**config.mk**
```make
export PLATFORM = sky130hd
export DESIGN_NAME = shift_seq8
export DESIGN_NICKNAME = d
export VERILOG_FILES = /design/src/rtl/shift_seq8.sv
export SDC_FILE = /design/constraint.sdc
export NUM_CORES = 1
export LEC_CHECK = 0
export CAP_MARGIN = 20
export CORE_ASPECT_RATIO = 1.5
export CORE_MARGIN = 3
export CORE_UTILIZATION = 55
export DETAILED_ROUTE_END_ITERATION = 10
export DONT_BUFFER_PORTS = 1
export HOLD_SLACK_MARGIN = 0.1
export MAX_ROUTING_LAYER = met4
export PLACE_DENSITY = 0.73
export SLEW_MARGIN = 25
export SYNTH_ARGS = -nofsm -noshare
export SYNTH_HDL_FRONTEND = slang
export SYNTH_SLANG_ARGS = --single-unit
```
**constraint.sdc**
```tcl
create_clock -name clk -period 1.56 [get_ports clk]
set_input_delay 0.156 -clock clk [delete_from_list [all_inputs] [get_ports clk]]
set_output_delay 0.156 -clock clk [all_outputs]
set_load 0.02 [all_outputs]
```
**src/rtl/shift_seq8.sv**
```systemverilog
// shift_seq8: multi-cycle 8-bit shifter that reaches amounts up to 7
// by driving a 0..3 combinational shift stage once per clock.

module shift_stage8 (
    input  logic [7:0] data,
    input  logic [1:0] op,
    input  logic [1:0] amt,
    output logic [7:0] result
);

    logic [15:0] rot;

    assign rot = {data, data} >> amt;

    // One combinational step: op applied by 0..3 bit positions
    always_comb begin
        result = data;
        unique case (1'b1)
            (op == 2'b00): result = data << amt;
            (op == 2'b01): result = data >> amt;
            (op == 2'b10): result = $unsigned($signed(data) >>> amt);
            (op == 2'b11): result = rot[7:0];
            default:       result = data;
        endcase
    end

endmodule

module shift_seq8 (
    input  logic       clk,
    input  logic       reset,
    input  logic       start,
    input  logic [1:0] op,
    input  logic [7:0] d_in,
    input  logic [2:0] shamt,
    output logic [7:0] d_out,
    output logic       busy,
    output logic       done
);

    typedef enum logic [1:0] {
        IDLE  = 2'd0,
        SHIFT = 2'd1,
        DONE  = 2'd2
    } state_t;

    state_t     state_q;
    state_t     state_d;
    logic [7:0] data_q;
    logic [2:0] rem_q;
    logic [1:0] op_q;
    logic [1:0] step;
    logic [2:0] rem_next;
    logic [7:0] stage_out;
    logic       load;
    logic       advance;

    // Step is the remaining count clamped to what the stage can do
    always_comb begin
        step = 2'd3;
        if (rem_q < 3'd3) begin
            step = rem_q[1:0];
        end
    end

    assign rem_next = rem_q - {1'b0, step};

    shift_stage8 u_stage (
        .data   (data_q),
        .op     (op_q),
        .amt    (step),
        .result (stage_out)
    );

    // Next-state decode and load/advance strobes
    always_comb begin
        state_d = state_q;
        load    = 1'b0;
        advance = 1'b0;
        unique case (1'b1)
            (state_q == IDLE): begin
                if (start) begin
                    load = 1'b1;
                    if (shamt == 3'd0) begin
                        state_d = DONE;
                    end else begin
                        state_d = SHIFT;
                    end
                end
            end
            (state_q == SHIFT): begin
                advance = 1'b1;
                if (rem_next == 3'd0) begin
                    state_d = DONE;
                end
            end
            (state_q == DONE): begin
                state_d = IDLE;
            end
            default: begin
                state_d = IDLE;
            end
        endcase
    end

    // State register
    always_ff @(posedge clk or posedge reset) begin
        if (reset) begin
            state_q <= IDLE;
        end else begin
            state_q <= state_d;
        end
    end

    // Datapath: load operands on accept, shift one step per SHIFT cycle
    always_ff @(posedge clk or posedge reset) begin
        if (reset) begin
            data_q <= 8'h00;
            rem_q  <= 3'd0;
            op_q   <= 2'b00;
        end else if (load) begin
            data_q <= d_in;
            rem_q  <= shamt;
            op_q   <= op;
        end else if (advance) begin
            data_q <= stage_out;
            rem_q  <= rem_next;
        end
    end

    assign d_out = data_q;
    assign busy  = (state_q == SHIFT);
    assign done  = (state_q == DONE);

endmodule
```
==> results.md, run 1 <==
* RSZ-0062 raised after global routing: yes
* Synth Instances at 161
* Hold path depth at 3
* Final Hold Viols at 0
* Drt drc at 0
* Max clock buf depth at 2
* Worst-Skew Late Latency at 0.32 ns
* Delay-heaviest family, CP: flip-flops
* Area of the multi-input gates at 943 sq um
* First DRT Iteration DRCs at 127
* Clock transition at path regs at 0.12 ns
* H-tree depth at 1
* Crit path kind: register to register
* Status: finished with violations
* Sequential fraction of the synthesis area at 29.0%
* Avg Cell Area, Syn at 8.03 sq um
* MaxCap Viol Count at 0
* DPL Wire Length at roughly 3.0 mm
* Clock Sinks at 15
* Hold WC Path Type: input port to register
* Global-route wire length before repair at 7.27 mm
* Post-route minimum period at 1.58 ns
* CP endpoint kind: register
* CTS tree: built
* Fmax at 634 MHz
* Via count at roughly 1.7k
* Power per Cell Area at roughly 2700 nW/um^2
* Worst vdd ir at ~1.7 mV
* Ys flop type: dfrtp_1
* Synth unique cells at 48
* Pre-CTS setup slack at -0.0438 ns
* Post-Syn Area at 1290 sq um
* Final worst slack at -0.0179 ns
* Slowest library cell on the worst path: dfrtp_2
* Final Slew Violations at 0
* Die area at between 2000 and 3000 sq um
* Num rows at 20
* Fraction of layout instances using a drive strength above 1 at between 30% and 40%
* DR WL/cell at around 24 um
* Design area at 1840 sq um
* Final Total Pwr at 4.94 mW
* Layout area overhead at 42.2%
* Largest net degree at the start of global routing at 16
* Worst slew pin tran at 0.622 ns
* Core area at between 2000 and 2500 sq um
* Nets@finish at 219
* Number of global-route vias before repair at 1,490
* Synth async-reset ratio at 100%
* Largest stage delay, worst path at 0.48 ns
* Total grt overflow at 0
* Post-synthesis register bit count at 15
* Syn nets at 178
* Initial antenna violation count at 0
* CP Depth at 5
* Die width at 45.6 um
* Buf+Inv Stages, Crit Path at 1
* CP Max Fanout at 6
* Total I/O pin count at 26
* EDFF count, synth at 0
* Req. time, crit path at between 1.5 and 2 ns
* Sequential cell area at approximately 380 sq um
* Crit-path cells: or2_1 > buf_4 > nand3_1 > o211ai_1 > a221o_1
* DP Area at 1480 sq um
* Vias per inst at 7.40
* Routed WL at 5.31 mm
* Antenna diodes at 0
* Crit start category: register
* GRT Total Usage at 35.0%
* Final ANT Viol Nets at 0
* Cts bufs inserted at 3
* Worst EP arrival at 1.78 ns
* Synthesis Warnings at 0
* Final estimated routing congestion in global placement at 0.989
* Die Ht at 65.4 um
* CTS Root Buffer Type: clkbuf_4
* Final setup viols at 2
* Rel. slew slack at between 50% and 60%
* IO Port Bufs at 0
* First-pass DRT Iterations at 5
* Initial core utilization at 60.8%
* Final Cycle Share at 101%
* Reg2Reg Depth at 5
* # fillers at 112
* P_leak at 0.746 nW
* Violated checks: negative setup slack
* Worst Skew at 0.0186 ns
## cells in the final DEF (no fill, tap or decap), types with 3 or more instances in the layout
cell type and n:
o21ai_1 4, nand2_1 18, buf_4 31, nand3b_1 4
dfrtp_2 3, buf_6 4, o22ai_1 4, dlygate4sd3_1 15
clkbuf_4 3, a21oi_1 4, o21ai_0 13, a31oi_1 6
nand3_1 4, mux4_2 3, dfrtp_1 12, inv_1 5
nand2b_1 4, nor3_1 6
## registers in the layout, indices dropped and copies added, names as in the netlist
| name | count |
|---|---|
| state_q | 2 |
| op_q | 2 |
| d_out | 8 |
| rem_q | 3 |
## per-layer routing
layer  vias to the layer above  GRT usage [%]  part of all wire, %
met4                         0           24.5                  8.6
met1                       769           40.2                   34
li1                        682              -                    -
met2                       147           54.7                   50
met3                        52           3.84                  8.2
met5                         -              -                    0
## synth_stat cells (3+ instances only)
cell      instances  share of area [%]
a211oi_1          4                2.3
a21oi_1           5                1.9
a31oi_1           6                2.9
buf_2             8                3.1
clkbuf_1          4                1.2
dfrtp_1          15                 29
inv_1             6                1.7
mux4_2            3                5.2
nand2_1          19                5.5
nand2b_1          5                2.4
nand3_1           4                1.5
nand3b_1          4                2.3
nor2_1            6                1.7
nor3_1            6                2.3
o21ai_0          18                7.0
o22ai_1           4                1.9
or3_1             3                1.5
## cell type report
| type | count | area share, % |
|---|---|---|
| flip-flops and latches | 15 | 20.6 |
| multi-input cells | 125 | 51.3 |
| clock buffers | 3 | 1.23 |
| inverters | 7 | 1.77 |
| well taps | 22 | 1.50 |
| clock inverters | 1 | 0.272 |
| repair buffers | 50 | 23.3 |
## cell families after synthesis
family | count (synthesis) | share of synthesized area [%]
AND/OR/NAND/NOR | 63 | 26.8
AO/OA/AOI/OAI | 53 | 26.5
XOR/XNOR | 1 | 0.678
buffers and inverters | 21 | 7.45
adder cells (fa/ha/maj) | 1 | 0.968
multiplexers | 7 | 8.52
flip-flops | 15 | 29.0
## what timing repair did
item                                    in CTS  in global routing
buffers inserted                             1                  4
endpoints found under the setup margin       6                 13
pin swaps                                    1                  9
hold endpoints to repair                    30                  0
cloned                                       0                  0
hold buffers                                15                  0
gates resized for setup                      7                 36
## worst register-to-register path, cell delays in order, from the launching register on
cell      delay (ns)
dfrtp_2         0.48
or2_1           0.26
buf_4           0.17
nand3_1         0.10
o211ai_1        0.10
a221o_1         0.35
## per-stage QoR
stage                     instances  hold WS [ns]  TNS, ns  util, %
final                           223         0.177  -0.0343     86.4
after detailed placement        199         0.149  -0.0736     69.4
after CTS                       219         0.105        0     78.9
after global routing            223         0.202   -0.342     86.4
after floorplan                 161        0.0575        0        -
after global placement          199         0.134  -0.0159     69.4
## worst paths after layout
check                                        from                endpoint  slack, ns
max reg2reg                   op_q[1]$_DFFE_PP0P_    d_out[2]$_DFFE_PP0P_      -0.02
min in group asynchronous                   reset    rem_q[0]$_DFFE_PP0N_       0.36
max                           op_q[1]$_DFFE_PP0P_    d_out[2]$_DFFE_PP0P_      -0.02
max in group asynchronous                   reset    rem_q[1]$_DFFE_PP0N_       0.74
min                                         start    rem_q[0]$_DFFE_PP0N_       0.18
min reg2reg                state_q[1]$_DFFE_PP0P_  state_q[0]$_DFFE_PP0P_       0.59
## power breakdown
part | internal (mW) | total (mW) | switching (mW)
Sequential | 0.604 | 0.973 | 0.370
Clock | 0.0960 | 0.261 | 0.165
Combinational | 1.72 | 3.71 | 1.99
Power figures use the tool's default switching activity.
==> inputs of run 2 (changes only) <==
--- a/config.mk
+++ b/config.mk
@@ -5,6 +5,7 @@
 export SDC_FILE = /design/constraint.sdc
 export NUM_CORES = 1
 export LEC_CHECK = 0
+export ABC_AREA = 1
 export CAP_MARGIN = 20
 export CORE_ASPECT_RATIO = 1.5
 export CORE_MARGIN = 3
==> run 2 against run 1 <==
Net effect:
- the flow now finishes without violations
- sequential power decreased by 4.4%
- final cell count increased by 11%
- maximum frequency increased by 9.0%
- non-clock buffer count decreased by 31
- global-route usage decreased by 6.3 points
- synthesized cell count increased by 29%
- combinational power decreased by 30%
- die area decreased by 3.4%
- hold slack got worse by 0.073 ns
- first-iteration DRC count decreased by 46%
- cell area decreased by 21%
- highest routed layer unchanged
==> results.md, run 2 <==
* Worst Hold End: d_out[4]$_DFFE_PP0P_
* Fmax at 691 MHz (+9.0%)
* Slowest library cell on the worst path: dfrtp_2
* IO Port Bufs at 0 (unchanged)
* Final Slew Violations at 0 (unchanged)
* Final estimated routing congestion in global placement at 1.00 (+1.4%)
* Synth Instances at 207 (+29%)
* EDFF count, synth at 0 (unchanged)
* Reg-to-reg endpoint: d_out[6]$_DFFE_PP0P_
* Reg2Reg Depth at 10 (+5)
* Cts bufs inserted at 3 (unchanged)
* Critical R2R Launch: rem_q[2]$_DFFE_PP0N_
* Leading area contributor after synthesis: dfrtp_1
* CTS tree: built
* Commonest non-fill, non-tap cells in the layout: 76 x nand2_1, 26 x inv_1, 22 x nor2_1
* Final Hold Viols at 0 (unchanged)
* Most common library cells after synthesis: 76 x nand2_1, 27 x inv_1, 22 x nor2_1
* Nets@finish at 244 (+11%)
* First-pass DRT Iterations at 4 (-1)
* Final Total Pwr at 3.76 mW (-24%)
* Worst hold start: d_in[4]
* Post-synthesis register bit count at 15 (unchanged)
* CP endpoint kind: register
* Req. time, crit path at 1.80 ns (+0.04 ns)
* Largest stage delay, worst path at 0.48 ns (about the same)
* Final setup viols at 0 (-2)
* Crit-path cells: nor2_4 > buf_4 > nand2_1 > nand2_1 > nand2_1 > nand2_1 > nand2_1 > nand2_1 > nand2_1 > nand2_1
* Syn nets at 224 (+26%)
* Setup TNS at 0 ns (+0.0343 ns)
* Hold path depth at 4 (+1)
* Clock Sinks at 15 (unchanged)
* MaxCap Viol Count at 0 (unchanged)
* DP Area at 1300 sq um (-12%)
* Ys flop type: dfrtp_1
* Max FFs per register at 8 (unchanged)
* Routed WL at 3.60 mm (-32%)
* CP Max Fanout at 6 (unchanged)
* P_leak at 0.790 nW (+5.9%)
* Top cells by area, synth: dfrtp_1 30%, nand2_1 23%, inv_1 8.2%
* Fraction of layout instances using a drive strength above 1 at 13.3% (-24 points)
* Worst vdd ir at 1.45 mV (-16%)
* Drt drc at 0 (unchanged)
* Max clock buf depth at 2 (unchanged)
* Worst slew pin tran at 0.593 ns (-0.0295 ns)
* Hold WC Path Type: input port to register
* Final Cycle Share at 92.8% (-8.4 points)
* Synth unique cells at 26 (-46%)
* Worst EP arrival at 1.69 ns (-0.09 ns)
* Worst Skew at 0.00758 ns (-0.0110 ns)
* Crit path kind: register to register
* Power per Cell Area at 2580 nW/um^2 (-4.2%)
* RSZ-0062 raised after global routing: no
* First DRT Iteration DRCs at 69 (-46%)
* Combinational cell fraction of total power at 69.2% (-5.8 points)
* Commonest non-fill, non-tap cell in the layout: nand2_1
* Avg Cell Area, Syn at 6.00 sq um (-25%)
* Pint at 1.65 mW (-32%)
* Die area at 2880 sq um (-3.4%)
* H-tree depth at 1 (unchanged)
* Net Sw Frac at 56.2% (+5.1 points)
* Net switching power at 2.12 mW (-16%)
* Clk network pwr share at 6.1% (+0.8 points)
* Die Ht at 64.2 um (-1.8%)
* Clock transition at path regs at 0.09 ns (-0.03 ns)
* Largest net degree at the start of global routing at 17 (+1)
* Worst-Skew Late Latency at 0.29 ns (-0.03 ns)
* Status: finished clean
* Num rows at 20 (unchanged)
* Most numerous cell on the critical path: nand2_1
* Crit start category: register
* Rel. slew slack at 60.5% (+2.0 points)
* Die width at 44.8 um (-1.7%)
* Global-route wire length before repair at 6.06 mm (-17%)
* Sequential fraction of the synthesis area at 30.2% (+1.2 points)
* Post-Syn Area at 1240 sq um (-3.9%)
* Total grt overflow at 0 (unchanged)
* Sequential Power Share at 24.7% (+5.0 points)
* Design area at 1460 sq um (-21%)
* CTS Root Buffer Type: clkbuf_4
* Total I/O pin count at 26 (unchanged)
* Core area at 2080 sq um (-2.4%)
* Count leader, synth: nand2_1
* Yosys top cell area share at 30.2% (+1.2 points)
* Final ANT Viol Nets at 0 (unchanged)
* DPL Wire Length at 2.62 mm (-14%)
* Synthesis Warnings at 0 (unchanged)
* Via count at 1,418 (-14%)
* GRT Total Usage at 28.8% (-6.3 points)
* Vias per inst at 5.72 (-23%)
* Layout area overhead at 17.5%
* Antenna diodes at 0 (unchanged)
* Number of global-route vias before repair at 1,352 (-9.3%)
* Register-to-Register Setup Slack at 0.11 ns (+0.13 ns)
* Post-route minimum period at 1.45 ns (-0.131 ns)
* Initial core utilization at 59.8% (-0.95 points)
* DR WL/cell at 14.5 um (-39%)
* Initial antenna violation count at 0 (unchanged)
* Synth async-reset ratio at 100% (unchanged)
==> run 2: changes by cell type in the layout (fill, tap and decap cells not counted), sizes merged, moves of 4 or more <==
cell / previous run / this run
nor2: 6 / 26
a31oi: 6 / 0
nor3: 6 / 0
inv: 6 / 28
buf: 35 / 12
dlygate4sd3: 15 / 7
o21ai: 18 / 22
nand3: 4 / 18
nand2b: 5 / 0
a211oi: 4 / 0
nand2: 19 / 80
==> run 2: layout make-up <==
cell class              count  area, sq um
well taps                  22         27.5
repair buffers             19          173
fillers                   170          617
multi-input cells         160          749
inverters                  28          108
flip-flops and latches     15          377
clock buffers               4         26.3
==> run 2: per-stage QoR <==
stage          cells  utilization [%]  hold slack [ns]  setup slack, ns
2_1_floorplan    207                -           0.0575            0.270
3_3_place_gp     233             62.8            0.131           0.0634
3_5_place_dp     233             62.8            0.137           0.0613
4_1_cts          244             67.4            0.100           0.0222
5_1_grt          248             70.3            0.137           0.0151
6_report         248             70.3            0.104            0.113
==> run 2: cells by family (layout without fill, tap and decap cells) <==
family	after synthesis	in the layout	share of synthesized area (%)
adder cells (fa/ha/maj)	1	1	1.01
AO/OA/AOI/OAI	31	31	14.0
flip-flops	15	15	30.2
AND/OR/NAND/NOR	128	128	44.2
buffers and inverters	32	51	10.6
==> run 2: critical path: cells and delay by family (launching register included) <==
kind                   cells  cell delay [ns]
DFF                        1             0.48
and+or+nand+nor            9             0.75
buffers and inverters      1             0.17
==> run 2: routing by layer <==
metal  global-route usage (%)  routed length, um  part of all wire (%)
met3                     3.94                191                   5.3
met2                     50.7               1970                    55
met4                     10.6                142                   3.9
met5                        -                  0                     0
met1                     31.5               1300                    36
==> run 2: worst max-delay path by stage <==
stage | start | to | slack, ns | cells after the start
floorplan | rem_q[2]$_DFFE_PP0N_ | rem_q[2]$_DFFE_PP0N_ | 0.27 | 7
global placement | rem_q[2]$_DFFE_PP0N_ | d_out[5]$_DFFE_PP0P_ | 0.06 | 8
detailed placement | rem_q[2]$_DFFE_PP0N_ | d_out[5]$_DFFE_PP0P_ | 0.06 | 8
CTS | rem_q[2]$_DFFE_PP0N_ | d_out[5]$_DFFE_PP0P_ | 0.02 | 8
global route | rem_q[0]$_DFFE_PP0N_ | d_out[5]$_DFFE_PP0P_ | 0.02 | 9
finish | rem_q[2]$_DFFE_PP0N_ | d_out[6]$_DFFE_PP0P_ | 0.11 | 10
==> run 2: what timing repair did <==
action,4_1_cts,5_1_grt
endpoints found under the setup margin,0,8
buffers inserted,0,4
hold endpoints to repair,23,0
hold buffers,7,0
resized for setup,0,7
==> run 2: power by group through the flow <==
| stage | clock (mW) | combinational (mW) | sequential [mW] |
|---|---|---|---|
| 3_5_place_dp | 0 | 2.35 | 0.923 |
| 3_3_place_gp | 0 | 2.31 | 0.911 |
| 6_report | 0.229 | 2.60 | 0.930 |
| 2_1_floorplan | 0 | 1.77 | 0.912 |
| 4_1_cts | 0.233 | 2.38 | 0.915 |
| 5_1_grt | 0.248 | 2.96 | 0.970 |
